$ cat src/rtl/inst_fetch_unit.sv
// Instruction-fetch front end: owns the fetch PC, issues word reads over a req/ready
// handshake and buffers returned instructions in a small queue ahead of IF/ID.
module inst_fetch_unit #(
    parameter logic [31:0] RESET_PC = 32'h0000_0000,
    parameter int unsigned DEPTH    = 2
) (
    input  logic        clk,
    input  logic        rst,
    input  logic        stall_i,
    input  logic        branch_flag_i,
    input  logic [31:0] branch_target_i,
    output logic        mem_req_o,
    output logic [31:0] mem_addr_o,
    input  logic        mem_ready_i,
    input  logic [31:0] mem_rdata_i,
    output logic        if_valid_o,
    output logic [31:0] if_pc_o,
    output logic [31:0] if_inst_o
);

    localparam int unsigned AW = (DEPTH > 1) ? $clog2(DEPTH) : 1;
    localparam int unsigned CW = AW + 1;

    typedef enum logic [1:0] {
        IDLE = 2'd0,
        REQ  = 2'd1,
        DROP = 2'd2
    } state_t;

    typedef struct packed {
        logic [31:0] pc;
        logic [31:0] inst;
    } entry_t;

    state_t        state_q, state_d;
    logic [31:0]   fetch_pc_q, fetch_pc_d;
    logic [AW-1:0] rd_ptr_q, rd_ptr_d;
    logic [AW-1:0] wr_ptr_q, wr_ptr_d;
    logic [CW-1:0] count_q, count_d;
    entry_t        q_mem [DEPTH];

    logic          deq;
    logic          enq;
    logic          room;
    logic [31:0]   branch_pc;
    logic          mem_req_d;
    logic [31:0]   mem_addr_d;
    entry_t        head_d;
    logic          if_valid_d;

    // Handshake qualifiers; a branch cancels both the dequeue and any returning data.
    always_comb begin
        deq       = if_valid_o & ~stall_i & ~branch_flag_i;
        enq       = (state_q == REQ) & mem_ready_i & ~branch_flag_i;
        room      = (count_q != CW'(DEPTH)) | deq;
        branch_pc = branch_target_i & ~32'h0000_0003;
    end

    // Next-state, queue pointers and next values of the registered outputs.
    always_comb begin
        state_d    = state_q;
        fetch_pc_d = fetch_pc_q;
        rd_ptr_d   = rd_ptr_q;
        wr_ptr_d   = wr_ptr_q;
        count_d    = count_q;
        mem_req_d  = 1'b0;
        mem_addr_d = mem_addr_o;
        head_d     = '0;
        if_valid_d = 1'b0;

        if (branch_flag_i) begin
            fetch_pc_d = branch_pc;
            rd_ptr_d   = '0;
            wr_ptr_d   = '0;
            count_d    = '0;
            // A request still waiting for ready must stay on the bus until it completes.
            if (state_q != IDLE && !mem_ready_i) begin
                state_d = DROP;
            end else begin
                state_d = REQ;
            end
        end else begin
            if (deq) begin
                rd_ptr_d = rd_ptr_q + AW'(1);
            end
            if (enq) begin
                wr_ptr_d   = wr_ptr_q + AW'(1);
                fetch_pc_d = fetch_pc_q + 32'd4;
            end
            count_d = count_q + CW'(enq) - CW'(deq);

            unique case (state_q)
                IDLE: begin
                    if (room) begin
                        state_d = REQ;
                    end
                end
                REQ: begin
                    if (mem_ready_i) begin
                        state_d = (count_d < CW'(DEPTH)) ? REQ : IDLE;
                    end
                end
                DROP: begin
                    if (mem_ready_i) begin
                        state_d = REQ;
                    end
                end
                default: state_d = IDLE;
            endcase
        end

        mem_req_d  = (state_d != IDLE);
        mem_addr_d = (state_d == DROP) ? mem_addr_o : fetch_pc_d;

        // The incoming word becomes the head when it lands in the slot read next.
        if (count_d != '0) begin
            if_valid_d = 1'b1;
            if (enq && (rd_ptr_d == wr_ptr_q)) begin
                head_d.pc   = fetch_pc_q;
                head_d.inst = mem_rdata_i;
            end else begin
                head_d = q_mem[rd_ptr_d];
            end
        end
    end

    always_ff @(posedge clk or negedge rst) begin
        if (!rst) begin
            state_q    <= IDLE;
            fetch_pc_q <= RESET_PC;
            rd_ptr_q   <= '0;
            wr_ptr_q   <= '0;
            count_q    <= '0;
            mem_req_o  <= 1'b0;
            mem_addr_o <= '0;
            if_valid_o <= 1'b0;
            if_pc_o    <= '0;
            if_inst_o  <= '0;
        end else begin
            state_q    <= state_d;
            fetch_pc_q <= fetch_pc_d;
            rd_ptr_q   <= rd_ptr_d;
            wr_ptr_q   <= wr_ptr_d;
            count_q    <= count_d;
            mem_req_o  <= mem_req_d;
            mem_addr_o <= mem_addr_d;
            if_valid_o <= if_valid_d;
            if_pc_o    <= head_d.pc;
            if_inst_o  <= head_d.inst;
        end
    end

    // Queue storage needs no reset: emptiness is tracked by the pointers and count.
    always_ff @(posedge clk) begin
        if (enq) begin
            q_mem[wr_ptr_q] <= '{pc: fetch_pc_q, inst: mem_rdata_i};
        end
    end

endmodule

$ cat config.mk
export PLATFORM = sky130hd
export DESIGN_NAME = inst_fetch_unit
export DESIGN_NICKNAME = d
export VERILOG_FILES = /design/src/rtl/inst_fetch_unit.sv
export SDC_FILE = /design/constraint.sdc
export NUM_CORES = 1
export LEC_CHECK = 0
export ABC_AREA = 1
export CAP_MARGIN = 40
export CORE_MARGIN = 1.5
export CORE_UTILIZATION = 58
export CTS_CLUSTER_DIAMETER = 120
export DETAILED_ROUTE_END_ITERATION = 10
export GPL_TIMING_DRIVEN = 0
export PLACE_DENSITY = 0.94
export RECOVER_POWER = 100
export SKIP_CTS_REPAIR_TIMING = 1
export SLEW_MARGIN = 10
export SYNTH_ARGS = -nofsm -noshare
export SYNTH_HDL_FRONTEND = slang
export SYNTH_SLANG_ARGS = --single-unit
$ cat constraint.sdc
create_clock -name clk -period 12.5 [get_ports clk]
set_input_delay 2.5 -clock clk [delete_from_list [all_inputs] [get_ports clk]]
set_output_delay 2.5 -clock clk [all_outputs]
set_load 0.02 [all_outputs]
==> results of run 1 <==
-- flip-flops by register name, indices dropped and copies added, names as in the netlist --
register and count:
q_mem 128, mem_addr_o 32, if_inst_o 32, rd_ptr_q 1
count_q 2, if_pc_o 32, state_q 2, mem_req_o 1
fetch_pc_q 32, wr_ptr_q 1, if_valid_o 1
-- area by class of cell --
cell class / instances / area share [%]
antenna: 1 / 0.01804
buffer: 54 / 2.525
clock buffer: 31 / 4.979
clock inverter: 17 / 1.461
inverter: 41 / 1.109
multi-input combinational: 637 / 23.46
sequential: 264 / 52.24
tap: 234 / 2.111
timing repair buffer: 169 / 12.10
-- Yosys cell counts (5+ instances only) --
cell	number	area (um2)
sky130_fd_sc_hd__a21oi_1	7	35.03
sky130_fd_sc_hd__a31oi_1	6	37.54
sky130_fd_sc_hd__and2_1	7	43.79
sky130_fd_sc_hd__buf_2	27	135.1
sky130_fd_sc_hd__buf_6	15	168.9
sky130_fd_sc_hd__clkbuf_1	7	26.28
sky130_fd_sc_hd__dfrtp_1	136	3403
sky130_fd_sc_hd__edfxtp_1	128	3844
sky130_fd_sc_hd__inv_1	37	138.9
sky130_fd_sc_hd__nand2_1	314	1179
sky130_fd_sc_hd__nand2_2	5	31.28
sky130_fd_sc_hd__nand3_1	110	550.5
sky130_fd_sc_hd__nand4_1	7	43.79
sky130_fd_sc_hd__nor2_1	50	187.7
sky130_fd_sc_hd__nor2_4	8	90.09
sky130_fd_sc_hd__o211a_1	64	640.6
sky130_fd_sc_hd__o21ai_0	6	30.03
sky130_fd_sc_hd__o21ai_1	7	35.03
sky130_fd_sc_hd__or2_2	11	68.82
sky130_fd_sc_hd__xor2_1	5	43.79
-- logic make-up (layout without fill, tap and decap cells) --
| group | Yosys count | after routing |
|---|---|---|
| adders and majority gates | 3 | 3 |
| other | 0 | 1 |
| and+or+nand+nor | 525 | 525 |
| AOI/OAI and AO/OA | 102 | 102 |
| xor gates and xnor gates | 7 | 7 |
| buffers and inverters | 95 | 312 |
| DFF | 264 | 264 |
-- worst reg2reg max path, delay by kind of cell (launching register included) --
family                 cells  cell delay, ns
buffers and inverters      4            2.74
DFF                        1            0.39
and+or+nand+nor            3            1.09
-- final timing paths --
path | endpoint | cells past startpoint
max in group asynchronous | mem_addr_o[10]$_DFFE_PN0P_ | 1
worst max-delay path | q_mem[0][15]$_DFFE_PP_ | 7
min in group asynchronous | if_inst_o[5]$_DFF_PN0_ | 1
worst max register to register | q_mem[0][15]$_DFFE_PP_ | 7
worst min register to register | mem_addr_o[0]$_DFFE_PN0P_ | 2
worst min-delay path | mem_addr_o[0]$_DFFE_PN0P_ | 2
-- power groups by stage --
stage,combinational [W],clock [W],sequential (W)
after floorplan,0.000218,0,0.00115
after global placement,0.000505,0,0.00108
after detailed placement,0.000528,0,0.00108
after CTS,0.000536,0.000813,0.00106
after global routing,0.000537,0.000852,0.00107
final,0.000500,0.000809,0.00106
-- placed cells by master (no fill, tap or decap), drive strengths merged, types with 11 or more instances in the layout --
master           n
inv             40
clkdlybuf4s50   32
o21ai           16
nand3          114
edfxtp         128
nand2          322
clkinv          11
or2             11
o211a           64
clkbuf          54
dlygate4sd3    131
buf             37
nor2            62
dfrtp          136
-- metal layers --
| layer | vias to the layer above | GRT usage, % |
|---|---|---|
| met3 | 77 | 4.050 |
| met4 | 0 | 10.36 |
| met2 | 502 | 46.10 |
| li1 | 3770 | - |
| met5 | - | 0 |
| met1 | 3963 | 36.58 |
-- per-stage QoR --
step | std cells | area [um2] | power (W) | hold slack [ns] | util, %
floorplan | 996 | 11130 | 0.001364 | 0.4368 | -
global placement | 1394 | 13060 | 0.001584 | 0.4392 | 69.59
detailed placement | 1399 | 13190 | 0.001608 | 0.4520 | 70.29
CTS | 1447 | 14090 | 0.002413 | 0.4650 | 75.05
global route | 1447 | 13870 | 0.002461 | 0.4820 | 73.90
finish | 1448 | 13870 | 0.002373 | 0.4690 | 73.91
==> out/metrics.cfg, run 1 <==
[status]
outcome=finished with violations
violations=capacitance limit, slew limit

[global_route]
number_of_global_route_vias_before_repair=8091
overflow=0
gr-usage-all-layers_pct=27.42
largest_net_degree_at_the_start_of_global_routing=70
wire_length_of_the_first_global_routing_pass_um=42520
initial_antenna_violation_count=0

[sta]
setup-violations-final=0
worst_slew_margin_rel_pct=-164.7
totalNegativeSetupSlack_ns=0
tightestPinTransition_ns=3.971
clock_skew_ns=0.01363
finalCriticalPeriod_ns=6.918
fin_ws_ns=5.582
grt_setup_unrepaired=no
slew_violations=156
timing.final.crit_share_pct=55.34
maxClockFrequency_mhz=144.6
final-hold-violation-count=0

[finish]
nNetsFinal=1265
area.sequential_mm2=0.007247
area.growth.synth_to_final_pct=24.67
layout.filler_cells=1166
multiInputGateArea_mm2=0.003254
drive_above_1_share_pct=8.821

[setup_path]
path_cells=dlygate4sd3_1 > clkbuf_1 > nor2_1 > inv_1 > nor2_1 > clkbuf_1 > clkbuf_1
worstSetupStartpointType=input pin
arrival_time_at_the_worst_endpoint_ns=7.04
critical_path_peak_fanout=28
critPathKind=in -> reg
setup.worst_path.end_class=register
critPathTopFamily=buffers and inverters
crit_start=branch_flag_i
critPathMaxStageDelay_ns=1.22
r2r-start=state_q[1]$_DFF_PN0_
required_ns=12.62
cpMaxStageDelayCell=sky130_fd_sc_hd__clkbuf_1
buffers_plus_inverters_on_the_worst_setup_path=5
cpMostUsedCell=sky130_fd_sc_hd__clkbuf_1
rrSetupSlack_ns=7.85

[placement]
post-dp-hpwl_um=18220
placement.io_buffers=164
dp_slack_ns=7.097
place_congestion=0.9191

[power_and_ir_drop]
switchingPower_w=0.0006881
combPwrFrac_pct=21.1
max-vdd-ir-drop_mv=0.1024
sequential_cell_fraction_of_total_power_pct=44.8
p_int_w=0.001685
switching_share_pct=29.00
share_clk_of_total_power_pct=34.1
power_density_mw_per_mm2=171.1
p_leak_nw=6.584

[die]
floorplan.initialDensity_pct=59.29
die_height_um=141.5
fp-row-count=50
fp.dieArea_mm2=0.02002
floorplan.core_area_mm2=0.01877
io_pins=167
dieWidth_um=141.5

[logic_synthesis]
compound_gate_fraction_of_synth_area_pct=7.905
dominant_combinational_cell_family_by_area_after_synthesis=simple AND/OR/NAND/NOR gates
postSynth.topFlopCell=sky130_fd_sc_hd__dfrtp_1
synth_xor_xnor_area_share_pct=0.5510
synthesis.area_per_instance_um2=11.17
synth.cell_area_mm2=0.01113
synth-edff-count=128
ys.warnings.count=0
seq_total_area_yosys_pct=65.13
mappedNetlistNets=1068
synth.mux.area_fraction_pct=0
ys_seq_elements=264
ys_types=42
synthSimpleGateAreaFrac_pct=21.16
yosys.area_share.adder_pct=0.3373
postSynthCellCount=996
synth-async-reset-ratio_pct=51.52

[detailed_routing]
remaining_antenna_violation_count=0
via_count=8312
firstDrtPassIters=5
drt_first_iter_violations=839
met1_length_um=10670
route.met3.wl_um=2348
routed_via_density=5.740
met2WireLength_um=13570
avg_wl_per_cell_um=18.94
drc_errors=0
route.top_layer_used=met4
drt-total-wl_um=27420

[clock_network]
clk_pin_slew_worst_paths_ns=0.07
cts.htree.levels=1
cts_tree=done
cts_num_sinks=264
clockRootBuffer=sky130_fd_sc_hd__clkbuf_16
worst_skew_pair.late_latency_ns=0.53
clock_tree.buffer_depth=3
cts_inserted_buffers=26

[worst_hold_path]
worstHoldPathType=reg -> reg
hold_path_startpoint=mem_addr_o[0]$_DFFE_PN0P_

[flow_run]
max_cap_violations=4

No activity file was read; power rests on OpenSTA's default activity.
==> inputs of run 2 (changes only) <==
--- a/config.mk
+++ b/config.mk
@@ -8,11 +8,11 @@
 export ABC_AREA = 1
 export CAP_MARGIN = 40
 export CORE_MARGIN = 1.5
-export CORE_UTILIZATION = 58
+export CORE_UTILIZATION = 54
 export CTS_CLUSTER_DIAMETER = 120
 export DETAILED_ROUTE_END_ITERATION = 10
 export GPL_TIMING_DRIVEN = 0
-export PLACE_DENSITY = 0.94
+export PLACE_DENSITY = 0.89
 export RECOVER_POWER = 100
 export SKIP_CTS_REPAIR_TIMING = 1
 export SLEW_MARGIN = 10
==> constraint.sdc (replaced) <==
create_clock -name clk -period 6.73 [get_ports clk]
set_input_delay 1.346 -clock clk [delete_from_list [all_inputs] [get_ports clk]]
set_output_delay 1.346 -clock clk [all_outputs]
set_load 0.02 [all_outputs]
==> run 2 against run 1 <==
The flow still finishes with violations (capacitance limit, slew limit). Flip-flop and latch count stayed put. Highest routed layer is now met5. First-iteration DRC count shrank 22%. Cell count rose by 2.5%. Die area rose by 7.2%. Largest cell class unchanged. Power rose by 85%. Routed wire length fell by 3.2%. Sequential power grew 86%. Non-clock buffer count unchanged. Critical path type unchanged. Count of clock-buffer cells in the layout rose by 7. Via count shrank 2.0%. Largest power group unchanged. Sequential share of layout area shrank 0.49 points.
==> out/metrics.cfg, run 2 (synthesis results as in run 1) <==
[finish]
finalCoreUtilization_pct=69.21  ; -4.7 points
layout_common_cells=sky130_fd_sc_hd__nand2_1 (318), sky130_fd_sc_hd__dfrtp_1 (136), sky130_fd_sc_hd__dlygate4sd3_1 (131)
nNetsFinal=1266  ; +0.079%
max_flop_register=q_mem
drive_above_1_share_pct=9.473  ; +0.65 points
num_antenna_cells=0  ; -1
multiInputGateArea_mm2=0.003256  ; about the same
area.sequential_mm2=0.007247  ; unchanged
largest_reg_flops=128  ; unchanged
postLayoutCellArea_mm2=0.01400  ; +0.95%
area.growth.synth_to_final_pct=25.85
layout.filler_cells=1392  ; +19%
mostFrequentLayoutCell=sky130_fd_sc_hd__nand2_1

[setup_path]
worstSetupStartpointType=input pin
arrival_time_at_the_worst_endpoint_ns=5.14  ; -1.90 ns
regToRegEndpoint=q_mem[0][28]$_DFFE_PP_
rrSetupSlack_ns=3.20  ; -4.65 ns
rr_worst_depth=7  ; unchanged
setup.worst_path.end_class=register
r2r-start=state_q[1]$_DFF_PN0_
critical_path_peak_fanout=10  ; -64%
critPathKind=in -> reg
required_ns=7.18  ; -5.44 ns

[worst_hold_path]
hold_path_startpoint=fetch_pc_q[16]$_DFF_PN0_
number_of_cells_traversed_by_the_worst_hold_path=0  ; -2
min_delay_worst_endpoint=q_mem[0][48]$_DFFE_PP_
worstHoldPathType=reg -> reg

[sta]
maxClockFrequency_mhz=213.2
setup-violations-final=0  ; unchanged
grt_setup_unrepaired=no
slew_violations=96  ; -38%
timing.final.crit_share_pct=69.71
final-hold-violation-count=0  ; unchanged
totalNegativeSetupSlack_ns=0  ; unchanged
tightestPinTransition_ns=2.704  ; -1.267 ns
finalCriticalPeriod_ns=4.691
clock_skew_ns=0.008996  ; -0.004637 ns
worst_hold_slack_ns=0.4628  ; -0.006204 ns
worst_slew_margin_rel_pct=-80.26  ; +84 points

[clock_network]
cts_tree=done
clock_tree.buffer_depth=3  ; unchanged
cts.htree.levels=1  ; unchanged
worst_skew_pair.late_latency_ns=0.52  ; about the same
cts_num_sinks=264  ; unchanged
cts_inserted_buffers=27  ; +3.8%
clockRootBuffer=sky130_fd_sc_hd__clkbuf_16
clk_pin_slew_worst_paths_ns=0.06  ; about the same

[power_and_ir_drop]
p_leak_nw=6.646  ; +0.94%
power_density_mw_per_mm2=313.8  ; +83%
max-vdd-ir-drop_mv=0.2119  ; +110%

[detailed_routing]
routed_via_density=5.491  ; -4.4%
firstDrtPassIters=5  ; unchanged
met2WireLength_um=12640  ; -6.8%
via_count=8148  ; -2.0%
remaining_antenna_violation_count=0  ; unchanged
route.met3.wl_um=2116  ; -9.9%
drt_first_iter_violations=655  ; -22%
drc_errors=0  ; unchanged
avg_wl_per_cell_um=17.88  ; -5.6%
drt-total-wl_um=26530  ; -3.2%
route.top_layer_used=met5
met1_length_um=10780  ; +1.0%

[placement]
placement.io_buffers=164  ; unchanged
placed_area_mm2=0.01325  ; +0.40%
post-dp-hpwl_um=17850  ; -2.0%
place_congestion=0.8976  ; -2.3%

[die]
dieWidth_um=146.5  ; +3.6%
die_height_um=146.5  ; +3.6%
io_pins=167  ; unchanged
floorplan.core_area_mm2=0.02023  ; +7.8%
floorplan.initialDensity_pct=54.99  ; -4.3 points
fp.dieArea_mm2=0.02148  ; +7.2%
fp-row-count=52  ; +4.0%

[global_route]
overflow=0  ; unchanged
gr-usage-all-layers_pct=25.02  ; -2.4 points
initial_antenna_violation_count=1  ; +1
number_of_global_route_vias_before_repair=8081  ; -0.12%
wire_length_of_the_first_global_routing_pass_um=42260  ; -0.60%
largest_net_degree_at_the_start_of_global_routing=89  ; +27%

[status]
outcome=finished with violations
violations=capacitance limit, slew limit

[flow_run]
max_cap_violations=3  ; -1

[run 2: cell types whose count changed in the layout (fill, tap and decap cells not counted), sizes merged]
cell	change
diode	-1
bufinv	-3
inv	+3
clkbuf	+4
clkinv	-3
clkinvlp	-3
buf	+3
[run 2: metrics by stage]
stage	total power, W	std cells	worst slack [ns]
after global routing	0.004575	1484	1.851
final	0.004394	1484	2.039
after CTS	0.004480	1484	2.896
after global placement	0.002946	1430	-0.9915
after detailed placement	0.002979	1435	2.513
after floorplan	0.002533	996	1.857
[run 2: worst max path at each step]
stage / from / end / slack, ns
finish: branch_flag_i / if_pc_o[21]$_DFF_PN0_ / 2.04
CTS: mem_ready_i / if_pc_o[13]$_DFF_PN0_ / 2.90
detailed placement: mem_ready_i / if_pc_o[21]$_DFF_PN0_ / 2.51
global route: branch_flag_i / q_mem[0][33]$_DFFE_PP_ / 1.85
floorplan: branch_flag_i / q_mem[0][0]$_DFFE_PP_ / 1.86
global placement: rst / if_inst_o[8]$_DFF_PN0_ / -0.99
[run 2: layout make-up]
class                           instances  share of cell area [%]
Multi-Input combinational cell        637                   23.25
Clock buffer                           38                   5.781
Tap cell                              270                   2.412
Sequential cell                       264                   51.75
Inverter                               41                   1.099
Buffer                                 54                   2.475
Clock inverter                         11                  0.6791
Timing Repair Buffer                  169                   12.55
[run 2: per-layer routing]
| layer | up-vias | global-route usage (%) |
|---|---|---|
| met4 | 2 | 10.66 |
| met3 | 85 | 3.750 |
| met2 | 406 | 41.02 |
| met1 | 3875 | 33.53 |
| li1 | 3780 | - |
| met5 | - | 0 |
[run 2: critical path, cell delays in order]
cell                            delay, ns
sky130_fd_sc_hd__dlygate4sd3_1       0.57
sky130_fd_sc_hd__clkbuf_1            0.46
sky130_fd_sc_hd__nor2_1              0.13
sky130_fd_sc_hd__inv_1               0.33
sky130_fd_sc_hd__ha_1                0.32
sky130_fd_sc_hd__inv_1               0.08
sky130_fd_sc_hd__ha_1                0.19
sky130_fd_sc_hd__xor2_1              0.14
sky130_fd_sc_hd__a21oi_1             0.30
sky130_fd_sc_hd__clkbuf_1            0.53
sky130_fd_sc_hd__clkbuf_1            0.48
sky130_fd_sc_hd__o211a_1             0.27
[run 2: power by group]
part / switching (W) / internal, W / leakage [nW]
clock network: 0.000610 / 0.000881 / 0.455
registers: 0.0000919 / 0.00188 / 2.91
logic: 0.000566 / 0.000366 / 3.28
total: 0.00127 / 0.00313 / 6.65
